`config.mk`:
```
export PLATFORM = sky130hd
export DESIGN_NAME = sd_dat_resp_mon
export DESIGN_NICKNAME = d
export VERILOG_FILES = /design/src/rtl/sd_dat_resp_mon.sv
export SDC_FILE = /design/constraint.sdc
export NUM_CORES = 1
export LEC_CHECK = 0
export BUFFER_PORTS_ARGS = -buffer_cell sky130_fd_sc_hd__buf_2
export CAP_MARGIN = 20
export CELL_PAD_IN_SITES_DETAIL_PLACEMENT = 1
export CELL_PAD_IN_SITES_GLOBAL_PLACEMENT = 2
export CORE_ASPECT_RATIO = 0.75
export CORE_MARGIN = 5
export CORE_UTILIZATION = 39
export CTS_BUF_LIST = sky130_fd_sc_hd__clkbuf_4 sky130_fd_sc_hd__clkbuf_8 sky130_fd_sc_hd__clkbuf_16
export CTS_CLUSTER_DIAMETER = 120
export DETAILED_ROUTE_END_ITERATION = 12
export PLACE_DENSITY = 0.88
export REMOVE_ABC_BUFFERS = 1
export SYNTH_ARGS = -nofsm -noshare
export SYNTH_HDL_FRONTEND = slang
export SYNTH_SLANG_ARGS = --single-unit
```
`constraint.sdc`:
```
create_clock -name CLK -period 8.3 [get_ports CLK]
set_input_delay 0.415 -clock CLK [delete_from_list [all_inputs] [get_ports CLK]]
set_output_delay 0.415 -clock CLK [all_outputs]
set_load 0.01 [all_outputs]
```
`src/rtl/sd_dat_resp_mon.sv`:
```
// DAT[0] response monitor for SD write/busy phases: decodes the CRC status token,
// tracks card busy with a programmable timeout and reports sticky result flags.
module sd_dat_resp_mon #(
  parameter int START_WIN = 8,
  parameter int BSY_MIN   = 2,
  parameter int TMO_W     = 24
) (
  input  logic             CLK,
  input  logic             RST,
  input  logic             SD_I_CRC_BSY_TRG,
  input  logic             SD_I_BSY_TRG,
  input  logic             SD_I_DAT0,
  input  logic [TMO_W-1:0] SD_I_TMO_LIM,
  output logic             SD_O_ACTIVE,
  output logic             SD_O_CRC_OK,
  output logic             SD_O_CRC_ERR,
  output logic             SD_O_FLASH_ERR,
  output logic             SD_O_NO_RESP,
  output logic             SD_O_BSY_END,
  output logic             SD_O_BSY_TMO,
  output logic [TMO_W-1:0] SD_O_BSY_CNT,
  input  logic             SD_O_ACK,
  output logic [2:0]       dbg_state
);

  typedef enum logic [2:0] {
    IDLE       = 3'd0,
    WAIT_START = 3'd1,
    TOK        = 3'd2,
    TOK_END    = 3'd3,
    BLANK      = 3'd4,
    BUSY       = 3'd5
  } state_t;

  localparam int              BW         = (BSY_MIN > 1) ? $clog2(BSY_MIN) : 1;
  localparam logic [7:0]      WIN_LAST   = 8'(START_WIN - 1);
  localparam logic [BW-1:0]   BLANK_LAST = BW'((BSY_MIN > 0) ? BSY_MIN - 1 : 0);
  localparam logic [TMO_W-1:0] CNT_MAX   = '1;
  localparam state_t          BSY_ENTRY  = (BSY_MIN > 0) ? BLANK : BUSY;

  state_t           state;
  logic [7:0]       win_cnt;
  logic [1:0]       bit_idx;
  logic [2:0]       tok;
  logic [BW-1:0]    blank_cnt;
  logic [TMO_W-1:0] bsy_cnt;
  logic [TMO_W-1:0] cnt_inc;

  // Busy length counts the end-bit (or trigger) cycle as its first cycle and
  // includes the cycle that decides release or timeout.
  assign cnt_inc     = (bsy_cnt == CNT_MAX) ? bsy_cnt : bsy_cnt + TMO_W'(1);
  assign SD_O_ACTIVE = (state != IDLE);
  assign dbg_state   = state;

  always_ff @(posedge CLK or posedge RST) begin
    if (RST) begin
      state          <= IDLE;
      win_cnt        <= '0;
      bit_idx        <= '0;
      tok            <= '0;
      blank_cnt      <= '0;
      bsy_cnt        <= '0;
      SD_O_BSY_CNT   <= '0;
      SD_O_CRC_OK    <= 1'b0;
      SD_O_CRC_ERR   <= 1'b0;
      SD_O_FLASH_ERR <= 1'b0;
      SD_O_NO_RESP   <= 1'b0;
      SD_O_BSY_END   <= 1'b0;
      SD_O_BSY_TMO   <= 1'b0;
    end else begin
      // Clear first so that a flag set later in this block on the same edge wins.
      if (SD_O_ACK) begin
        SD_O_CRC_OK    <= 1'b0;
        SD_O_CRC_ERR   <= 1'b0;
        SD_O_FLASH_ERR <= 1'b0;
        SD_O_NO_RESP   <= 1'b0;
        SD_O_BSY_END   <= 1'b0;
        SD_O_BSY_TMO   <= 1'b0;
      end
      if (SD_I_CRC_BSY_TRG) begin
        state   <= WAIT_START;
        win_cnt <= '0;
      end else if (SD_I_BSY_TRG) begin
        state     <= BSY_ENTRY;
        blank_cnt <= '0;
        bsy_cnt   <= TMO_W'(1);
      end else begin
        case (state)
          IDLE: ;
          WAIT_START: begin
            if (!SD_I_DAT0) begin
              state   <= TOK;
              bit_idx <= 2'd2;
            end else if (win_cnt == WIN_LAST) begin
              SD_O_NO_RESP <= 1'b1;
              state        <= IDLE;
            end else begin
              win_cnt <= win_cnt + 8'd1;
            end
          end
          TOK: begin
            tok[bit_idx] <= SD_I_DAT0;
            if (bit_idx == 2'd0) state <= TOK_END;
            else bit_idx <= bit_idx - 2'd1;
          end
          TOK_END: begin
            if (SD_I_DAT0 && tok == 3'b010)      SD_O_CRC_OK    <= 1'b1;
            else if (SD_I_DAT0 && tok == 3'b101) SD_O_CRC_ERR   <= 1'b1;
            else                                 SD_O_FLASH_ERR <= 1'b1;
            state     <= BSY_ENTRY;
            blank_cnt <= '0;
            bsy_cnt   <= TMO_W'(1);
          end
          BLANK: begin
            bsy_cnt <= cnt_inc;
            if (blank_cnt == BLANK_LAST) state <= BUSY;
            else blank_cnt <= blank_cnt + BW'(1);
          end
          BUSY: begin
            bsy_cnt <= cnt_inc;
            if (SD_I_DAT0) begin
              SD_O_BSY_END <= 1'b1;
              SD_O_BSY_CNT <= cnt_inc;
              state        <= IDLE;
            end else if (SD_I_TMO_LIM != '0 && cnt_inc >= SD_I_TMO_LIM) begin
              SD_O_BSY_TMO <= 1'b1;
              SD_O_BSY_CNT <= cnt_inc;
              state        <= IDLE;
            end
          end
          default: state <= IDLE;
        endcase
      end
    end
  end

endmodule

```
==> flow_summary.json, run 1 <==
{
  "die-area_um2": 13580,
  "antenna_violations_before_repair": 0,
  "largest_family_of_logic_cells_by_synthesized_area": "simple AND/OR/NAND/NOR gates",
  "drv_cap": 0,
  "drt_iter0_markers": 191,
  "setup_tns_ns": 0,
  "die_height_um": 102.2,
  "outcome": "finished clean",
  "antenna_cells_inserted": 0,
  "arrival_ns": 5.04,
  "gr-max-usage-layer": "met2",
  "drt-pass1-iter-count": 4,
  "final_clock_skew_ns": 0.007391,
  "rows": 33,
  "groute.layer.met1.usage_pct": 25.99,
  "synth_edf_count": 0,
  "ctsRootBufferMaster": "clkbuf_16",
  "cts_sinks": 71,
  "timing_hold_violations_final": 0,
  "multi_input_comb_area_um2": 2400,
  "clk_pin_slew_ns": 0.06,
  "met3_usage_pct": 5.610,
  "post_synth_and_or_nand_nor_area_fraction_pct": 19.15,
  "regToRegSetupSlack_ns": 3.48,
  "flow.area_growth_from_synthesis_pct": 15.98,
  "adder_and_majority_cell_fraction_of_the_synthesized_area_pct": 8.215,
  "synth_sequential_area_ratio_pct": 40.23,
  "hold_path_class": "input pin to asynchronous set/reset pin",
  "grt_use_total_pct": 19.08,
  "synthesized_area_um2": 4417,
  "slew_viol_final": 0,
  "drt-vias-per-instance": 5.633,
  "detail_route.drc_violations": 0,
  "gp_routability_congestion": 0.8532,
  "setup_viol": 0,
  "grt_start_max_net_pins": 72,
  "postCtsResizedCells": 0,
  "num_io_pins": 64,
  "ys_dominant_reg_cell": "dfrtp_1",
  "synth-compound-area-share_pct": 13.65,
  "ir_worst_vdd_mv": 0.1093,
  "crit_fanout": 17,
  "finalCritPeriodShare_pct": 58.08,
  "timing_worst_setup_path_type": "register to register",
  "routed-via-count": 3712,
  "cts_tree": "done",
  "insertion_delay_ns": 0.34,
  "number_of_global_route_vias_before_repair": 3839,
  "flip_flop_and_latch_count_after_synthesis": 71,
  "htree_num_levels": 3,
  "drt.antenna.violating_nets": 0,
  "cp_data_required_time_ns": 8.52,
  "synth-async-reset-ratio_pct": 100.0,
  "num_cts_buffers": 9,
  "globalRouteOverflowTotal": 0,
  "layoutNonFillerInstCount": 659,
  "synthDistinctLibCells": 57,
  "worst_setup_path_start_kind": "register",
  "achievable-frequency_mhz": 207.4,
  "post-place-cells": 644,
  "final_nets": 574,
  "initial_core_util_pct": 40.06,
  "half_perimeter_wire_length_after_placement_um": 9295,
  "synth_xor_xnor_area_share_pct": 5.326,
  "critical_path.slowest_cell": "a21oi_2",
  "synth.avg_cell_area_um2": 9.623,
  "final_routed_wire_length_divided_by_cell_count_um": 18.93,
  "power_leakage_nw": 2.545,
  "finalWorstPathRequiredPeriod_ns": 4.821,
  "pwr_density_cell_nw_per_um2": 169.8,
  "portBuffers": 63,
  "die_width_um": 132.9,
  "design.core.area_um2": 11020,
  "met2_usage_grt_pct": 30.69,
  "fillCellCount": 1276,
  "critical_path.max_stage_delay_ns": 0.67,
  "yosys-mux-area-fraction_pct": 7.989,
  "seq_area_um2": 1777,
  "ys_warn_count": 0,
  "cts_post_setup_buffers_inserted": 0,
  "critical_path.cell_chain": "ha_1, nand3_1, nor4_4, a21oi_2, nand3_1, xnor2_1, ha_1, a21oi_1, o21ai_0, a22oi_1, o211ai_1, o21ai_2, buf_4, mux2_2",
  "worst_setup_path_end_kind": "register",
  "cts.hold.buffers_added": 0,
  "timing.slew.headroom_pct": 36.84,
  "worst-slew-pin-transition_ns": 0.9475,
  "syn-instance-count": 459,
  "grt_setup_unrepaired": "no",
  "clockBufferDepth": 2,
  "grt_pass1_wl_um": 20370,
  "drt_wl_total_um": 12480,
  "drive_gt1_share_pct": 22.54
}
-- placed cells by master (no fill, tap or decap), types with 2 or more instances in the layout --
cell,n
a21boi_0,2
o211ai_1,4
o31ai_1,4
and4_1,9
and2_1,4
nand2b_1,4
inv_1,39
clkbuf_16,9
nand4_1,16
xor2_1,7
nor3_1,5
buf_4,3
nand2_1,28
a211oi_1,4
mux2i_1,6
o21ai_0,21
o21a_1,3
or3_1,5
nor4bb_1,3
nand3b_1,2
a21o_1,2
a21oi_1,26
mux2_1,2
nor4_1,8
a31oi_1,5
nand3_1,19
nor2_1,25
o22ai_1,2
xnor2_1,18
ha_1,29
and3_1,7
buf_2,63
dfrtp_1,71
a22o_1,10
clkinv_2,4
mux2_2,24
-- Yosys cell counts (7+ instances only) --
master | n | area share (%)
buf_2 | 9 | 1.0
a22o_1 | 10 | 2.0
nand4_1 | 16 | 2.3
mux2_2 | 24 | 6.1
dfrtp_1 | 71 | 40
and4_1 | 9 | 1.8
o21ai_0 | 21 | 2.4
nor2_1 | 25 | 2.1
ha_1 | 29 | 8.2
and3_1 | 7 | 0.99
nor4_1 | 8 | 1.1
nand2_1 | 28 | 2.4
xnor2_1 | 18 | 3.6
inv_1 | 40 | 3.4
xor2_1 | 7 | 1.4
nand3_1 | 19 | 2.2
a21oi_1 | 26 | 2.9
clkbuf_1 | 12 | 1.0
-- critical path: cells and delay by family (launching register included) --
family / cells / cell delay [ns]
compound gates: 6 / 1.94
fa+ha+maj: 2 / 0.70
buf+inv: 1 / 0.36
flops: 1 / 0.44
mux: 1 / 0.37
simple gates: 3 / 0.56
xor+xnor: 1 / 0.31
-- per-stage QoR --
step / area, µm² / power (mW) / hold slack, ns / setup WS (ns) / utilization (%)
finish: 5122 / 0.8698 / 0.3639 / 3.479 / 46.46
detailed placement: 4840 / 0.4990 / 0.4890 / 3.535 / 43.90
floorplan: 4327 / 0.4473 / 0.4813 / 4.377 / -
CTS: 5122 / 0.8821 / 0.3638 / 3.476 / 46.46
global route: 5122 / 0.9095 / 0.3724 / 3.223 / 46.46
global placement: 4840 / 0.4937 / 0.4705 / 3.769 / 43.90
-- routing by layer --
metal	part of all wire [%]	wire, µm	vias up
li1	-	-	1770
met1	48	5937	1869
met2	47	5844	63
met3	4.6	574	10
met4	0.98	122	0
met5	0	0	-
-- state kept, by name (all words and copies together), names as in the netlist, 2 cells and up --
register,count
tok,3
SD_O_BSY_CNT,24
bsy_cnt,24
dbg_state,3
win_cnt,8
bit_idx,2
-- cells by family (layout without fill, tap and decap cells) --
group                      count (synthesis)  after routing
AOI/OAI and AO/OA                         94             94
xor gates and xnor gates                  26             26
adders and majority gates                 29             29
buffers and inverters                     61            121
DFF                                       71             71
muxes                                     32             32
and+or+nand+nor                          146            146
-- layout make-up --
class | count | area share, %
Multi-Input combinational cell | 327 | 46.85
Sequential cell | 71 | 34.68
Timing Repair Buffer | 66 | 6.595
Clock buffer | 10 | 4.543
Tap cell | 140 | 3.420
Inverter | 40 | 2.931
Clock inverter | 5 | 0.9770
-- final timing paths --
check | start | to | cells after the start
max | bsy_cnt[0]$_DFFE_PP0P_ | SD_O_BSY_CNT[19]$_DFFE_PP0P_ | 14
min | RST | SD_O_CRC_OK$_DFF_PP0_ | 3
max reg2reg | bsy_cnt[0]$_DFFE_PP0P_ | SD_O_BSY_CNT[19]$_DFFE_PP0P_ | 14
min reg2reg | SD_O_BSY_CNT[18]$_DFFE_PP0P_ | SD_O_BSY_CNT[18]$_DFFE_PP0P_ | 1
max in group asynchronous | RST | bsy_cnt[11]$_DFFE_PP0P_ | 3
min in group CLK | SD_O_ACK | SD_O_FLASH_ERR$_DFF_PP0_ | 2
-- where the power goes --
group | switching [mW] | internal [mW]
logic | 0.0699 | 0.0440
registers | 0.0161 | 0.361
clock network | 0.147 | 0.232
No activity file was read; power rests on OpenSTA's default activity.
==> run 2: changes to the inputs <==
Settings changed: CORE_UTILIZATION 39 to 36, PLACE_DENSITY 0.88 to 0.82.
Clock period 8.3 ns to 4.8 ns, I/O delays scaled along.
==> run 2 against run 1 <==
Against the previous run: register-to-register slack got worse by 2.9 ns; clock skew increased by 0.00079 ns; die area increased by 7.6%; cell count increased by 4.6%; routed wire length decreased by 0.18%; flip-flop and latch count unchanged; global-route usage decreased by 1.4 points; worst setup slack got worse by 2.9 ns; largest power group unchanged.
==> flow_summary.json, run 2 (synthesis gave the netlist of run 1 again) <==
{
  "crit_fanout": 13,
  "die_height_um": 105.9,
  "grt_use_total_pct": 17.72,
  "leading_registers_by_flop_count": "SD_O_BSY_CNT (24), bsy_cnt (24), win_cnt (8)",
  "critical_path.max_stage_delay_ns": 0.56,
  "num_cts_buffers": 9,
  "rows": 35,
  "setup_tns_ns": 0,
  "mostFrequentLayoutCells": "dfrtp_1 (71), buf_2 (63), inv_1 (39)",
  "ctsRootBufferMaster": "clkbuf_16",
  "critical_path.cell_chain": "ha_1, inv_1, or4_4, nor3b_2, nand4_1, xnor2_1, ha_1, nand4_1, nor4_1, o211ai_1, o211ai_1, o21ai_2, buf_4, mux2_1",
  "htree_num_levels": 3,
  "fillCellCount": 1423,
  "antenna_cells_inserted": 0,
  "setup_viol": 0,
  "drive_gt1_share_pct": 23.14,
  "worst_setup_path_end_kind": "register",
  "cp_data_required_time_ns": 5.01,
  "mostFrequentLayoutCell": "dfrtp_1",
  "drt-pass1-iter-count": 4,
  "cts_tree": "done",
  "routed-via-count": 3706,
  "final_nets": 577,
  "initial_core_util_pct": 36.41,
  "multi_input_comb_area_um2": 2400,
  "die_width_um": 137.9,
  "power_leakage_nw": 2.558,
  "final_util_pct": 42.82,
  "clk_pin_slew_ns": 0.06,
  "outcome": "finished clean",
  "finalCritPeriodShare_pct": 87.05,
  "gp_routability_congestion": 0.8353,
  "worst_setup_path_start_kind": "register",
  "finalWorstPathRequiredPeriod_ns": 4.178,
  "drt-vias-per-instance": 5.379,
  "design.core.area_um2": 12130,
  "cts_sinks": 71,
  "final_clock_skew_ns": 0.008181,
  "drv_cap": 0,
  "arrival_ns": 4.39,
  "hold_path_class": "input pin to asynchronous set/reset pin",
  "insertion_delay_ns": 0.34,
  "worst-slew-pin-transition_ns": 0.9181,
  "flow.area_growth_from_synthesis_pct": 17.59,
  "timing_hold_violations_final": 0,
  "drt_iter0_markers": 223,
  "final_routed_wire_length_divided_by_cell_count_um": 18.08,
  "num_io_pins": 64,
  "design_area_um2": 5194,
  "drt_wl_total_um": 12460,
  "antenna_violations_before_repair": 0,
  "slew_viol_final": 0,
  "cts.hold.buffers_added": 0,
  "postCtsResizedCells": 0,
  "critical_path.slowest_cell": "or4_4",
  "timing_worst_setup_path_type": "register to register",
  "die-area_um2": 14610,
  "portBuffers": 63,
  "detail_route.drc_violations": 0,
  "globalRouteOverflowTotal": 0,
  "half_perimeter_wire_length_after_placement_um": 9243,
  "clockBufferDepth": 2,
  "grt_pass1_wl_um": 20320,
  "pwr_density_cell_nw_per_um2": 295.0,
  "grt_start_max_net_pins": 37,
  "ir_worst_vdd_mv": 0.1550,
  "seq_area_um2": 1777,
  "place_area_um2": 4895,
  "drt.antenna.violating_nets": 0,
  "cts_post_setup_buffers_inserted": 0,
  "grt_setup_unrepaired": "no",
  "timing.slew.headroom_pct": 38.79,
  "achievable-frequency_mhz": 239.3,
  "number_of_global_route_vias_before_repair": 3797
}
-- run 2: final timing paths --
kind,slack (ns),start,depth (start not counted),end
min in group CLK,0.19,SD_O_ACK,2,SD_O_BSY_TMO$_DFF_PP0_
hold / removal,0.04,RST,2,dbg_state[2]$_DFFE_PP0P_
max in group asynchronous,3.76,RST,3,bsy_cnt[6]$_DFFE_PP0P_
setup reg to reg,0.62,bsy_cnt[0]$_DFFE_PP0P_,14,SD_O_BSY_CNT[18]$_DFFE_PP0P_
setup / recovery,0.62,bsy_cnt[0]$_DFFE_PP0P_,14,SD_O_BSY_CNT[18]$_DFFE_PP0P_
hold reg to reg,0.50,SD_O_BSY_CNT[20]$_DFFE_PP0P_,1,SD_O_BSY_CNT[20]$_DFFE_PP0P_
-- run 2: final cells by class --
cell class,instances,area share [%]
Clock buffer,10,4.601
Clock inverter,6,1.156
Inverter,40,2.891
Multi-Input combinational cell,327,46.21
Sequential cell,71,34.21
Tap cell,166,3.999
Timing Repair Buffer,69,6.938
-- run 2: worst max-delay path, delay by kind of cell (launching register included) --
kind | cells | cell delay [ns]
compound gates | 3 | 0.54
simple gates | 5 | 1.50
flops | 1 | 0.44
buf+inv | 2 | 0.33
mux | 1 | 0.33
fa+ha+maj | 2 | 0.72
xor+xnor | 1 | 0.20
-- run 2: metal layers --
metal	share of wire [%]	vias to the layer above	track usage, %	routed length [µm]
li1	-	1779	-	-
met1	50	1850	26.53	6195
met2	45	67	26.32	5607
met3	4.4	10	3.784	542
met4	0.88	0	3.597	110
met5	0	-	0	0
-- run 2: power by group --
part           internal (mW)  switching, mW
Sequential             0.624         0.0280
Combinational         0.0775          0.120
Clock                  0.414          0.268
-- run 2: stage by stage --
| stage | hold slack, ns | total power, mW | std cells | worst slack (ns) |
|---|---|---|---|---|
| finish | 0.03866 | 1.532 | 689 | 0.6217 |
| global route | 0.1152 | 1.604 | 689 | 0.3059 |
| CTS | 0.07163 | 1.553 | 689 | 0.6015 |
| detailed placement | 0.4344 | 0.8639 | 673 | 0.6547 |
| global placement | 0.4202 | 0.8571 | 673 | 0.8064 |
| floorplan | 0.3063 | 0.7734 | 438 | 0.8768 |
==> run 3: changes to the inputs <==
Settings changed: CORE_ASPECT_RATIO 0.75 to 1.25.
==> run 3 against run 2 <==
Against the previous run: clock power grew 10%; maximum frequency shrank 6.6%; utilization grew 0.50 points; non-clock buffer count is the same; worst hold slack gained 0.014 ns; critical path depth is the same; critical path type unchanged.
==> flow_summary.json, run 3 (synthesis gave the netlist of run 1 again) <==
{
  "routedLengthMet1_um": 5669,
  "fillCellCount": 1393,
  "clockPowerShare_pct": 46.7,
  "leading_registers_by_flop_count": "SD_O_BSY_CNT (24), bsy_cnt (24), win_cnt (8)",
  "achievable-frequency_mhz": 223.5,
  "sw_frac_of_total_pct": 26.21,
  "drt_wl_total_um": 12390,
  "flow.area_growth_from_synthesis_pct": 18.73,
  "grt_start_max_net_pins": 38,
  "die-area_um2": 14600,
  "antenna_violations_before_repair": 0,
  "final_clock_skew_ns": 0.008200,
  "fin_hold_ws_ns": 0.05243,
  "cts_tree": "done",
  "portBuffers": 63,
  "ir_worst_vdd_mv": 0.1679,
  "drt-vias-per-instance": 5.393,
  "internal_power_mw": 1.186,
  "grt_pass1_wl_um": 20540,
  "htree_num_levels": 3,
  "drt_iter0_markers": 92,
  "cp_data_required_time_ns": 5.02,
  "slew_viol_final": 0,
  "final_routed_wire_length_divided_by_cell_count_um": 18.03,
  "grt_setup_unrepaired": "no",
  "cts.hold.buffers_added": 0,
  "final_util_pct": 43.32,
  "num_io_pins": 64,
  "switchingPower_mw": 0.4214,
  "drt-pass1-iter-count": 4,
  "timing.slew.headroom_pct": 38.92,
  "routed-wl-met2_um": 6071,
  "drt.antenna.violating_nets": 0,
  "mostFrequentLayoutCells": "dfrtp_1 (71), buf_2 (63), inv_1 (39)",
  "mostFrequentLayoutCell": "dfrtp_1",
  "finalCritPeriodShare_pct": 93.21,
  "insertion_delay_ns": 0.34,
  "worst_setup_path_end_kind": "register",
  "timing_worst_setup_path_type": "register to register",
  "cts_post_setup_buffers_inserted": 0,
  "drive_gt1_share_pct": 23.33,
  "antenna_cells_inserted": 0,
  "worst-slew-pin-transition_ns": 0.9161,
  "routed-via-count": 3705,
  "finalWorstPathRequiredPeriod_ns": 4.474,
  "power_leakage_nw": 2.580,
  "setup_viol": 0,
  "timing_hold_violations_final": 0,
  "worst_setup_path_start_kind": "register",
  "ctsRootBufferMaster": "clkbuf_16",
  "die_height_um": 133.8,
  "dr.max_layer_used": "met4",
  "pwr_density_cell_nw_per_um2": 306.6,
  "detail_route.drc_violations": 0,
  "final_nets": 577,
  "power.share.combinational_pct": 12.6,
  "design.core.area_um2": 12110,
  "die_width_um": 109.1,
  "seq_power_share_pct": 40.7,
  "power_mw": 1.608,
  "globalRouteOverflowTotal": 0,
  "half_perimeter_wire_length_after_placement_um": 9320,
  "gp_routability_congestion": 0.8014,
  "cts_sinks": 71,
  "grt_use_total_pct": 18.03,
  "crit_fanout": 14,
  "initial_core_util_pct": 36.49,
  "rows": 45,
  "number_of_global_route_vias_before_repair": 3947,
  "outcome": "finished clean",
  "setup_tns_ns": 0,
  "arrival_ns": 4.70,
  "clk_pin_slew_ns": 0.06,
  "clockBufferDepth": 2,
  "drv_cap": 0,
  "num_cts_buffers": 9,
  "hold_path_class": "input pin to asynchronous set/reset pin",
  "dr_wl_met3_um": 490
}
[run 3: layout make-up]
cell class	instances	area, µm²	area share (%)
Multi-Input combinational cell	327	2406	45.88
Tap cell	164	205.2	3.913
Clock inverter	5	80.08	1.527
Clock buffer	11	252.7	4.820
Timing Repair Buffer	69	372.9	7.110
Sequential cell	71	1777	33.88
Inverter	40	150.1	2.863
[run 3: path summary, 6_finish.rpt]
check,startpoint,slack (ns),to,depth (start not counted)
worst max-delay path,bsy_cnt[0]$_DFFE_PP0P_,0.33,SD_O_BSY_CNT[8]$_DFFE_PP0P_,14
worst min-delay path,RST,0.05,SD_O_BSY_END$_DFF_PP0_,2
worst max register to register,bsy_cnt[0]$_DFFE_PP0P_,0.33,SD_O_BSY_CNT[8]$_DFFE_PP0P_,14
worst min register to register,SD_O_BSY_CNT[6]$_DFFE_PP0P_,0.49,SD_O_BSY_CNT[6]$_DFFE_PP0P_,1
max in group asynchronous,RST,3.74,bsy_cnt[16]$_DFFE_PP0P_,3
min in group CLK,SD_O_ACK,0.18,SD_O_FLASH_ERR$_DFF_PP0_,2
[run 3: routing by layer]
metal	GRT usage, %	vias to the layer above
met2	29.78	66
met5	0	-
met3	3.852	11
li1	-	1774
met4	4.842	0
met1	23.75	1854
[run 3: per-stage QoR]
stage | area (µm²) | setup WS (ns) | instances
6_report | 5244 | 0.3259 | 687
5_1_grt | 5244 | 0.08548 | 687
4_1_cts | 5238 | 0.3271 | 687
3_5_place_dp | 4905 | 0.3665 | 671
3_3_place_gp | 4905 | 0.5086 | 671
2_1_floorplan | 4327 | 0.8768 | 438
[run 3: worst max-delay path, cell delays in order, from the launching register on]
cell,delay (ns)
dfrtp_1,0.44
ha_1,0.42
inv_1,0.12
or4_4,0.56
nor3b_2,0.25
nand4_1,0.20
xnor2_1,0.26
ha_1,0.29
nand4_1,0.14
nor4_2,0.08
a211oi_1,0.23
o211ai_1,0.17
o21ai_2,0.58
buf_12,0.24
mux2_2,0.34
[run 3: what timing repair did]
item / in CTS / in global routing
hold endpoints to repair: 0 / 0
setup endpoints to repair: 0 / 1
gates resized for setup: 0 / 1
[run 3: power by group through the flow]
stage          clock network, mW  registers (mW)  logic, mW
6_report                   0.751           0.655      0.202
3_5_place_dp                   0           0.665      0.204
3_3_place_gp                   0           0.664      0.198
5_1_grt                    0.792           0.658      0.225
4_1_cts                    0.767           0.654      0.205
2_1_floorplan                  0           0.664      0.109
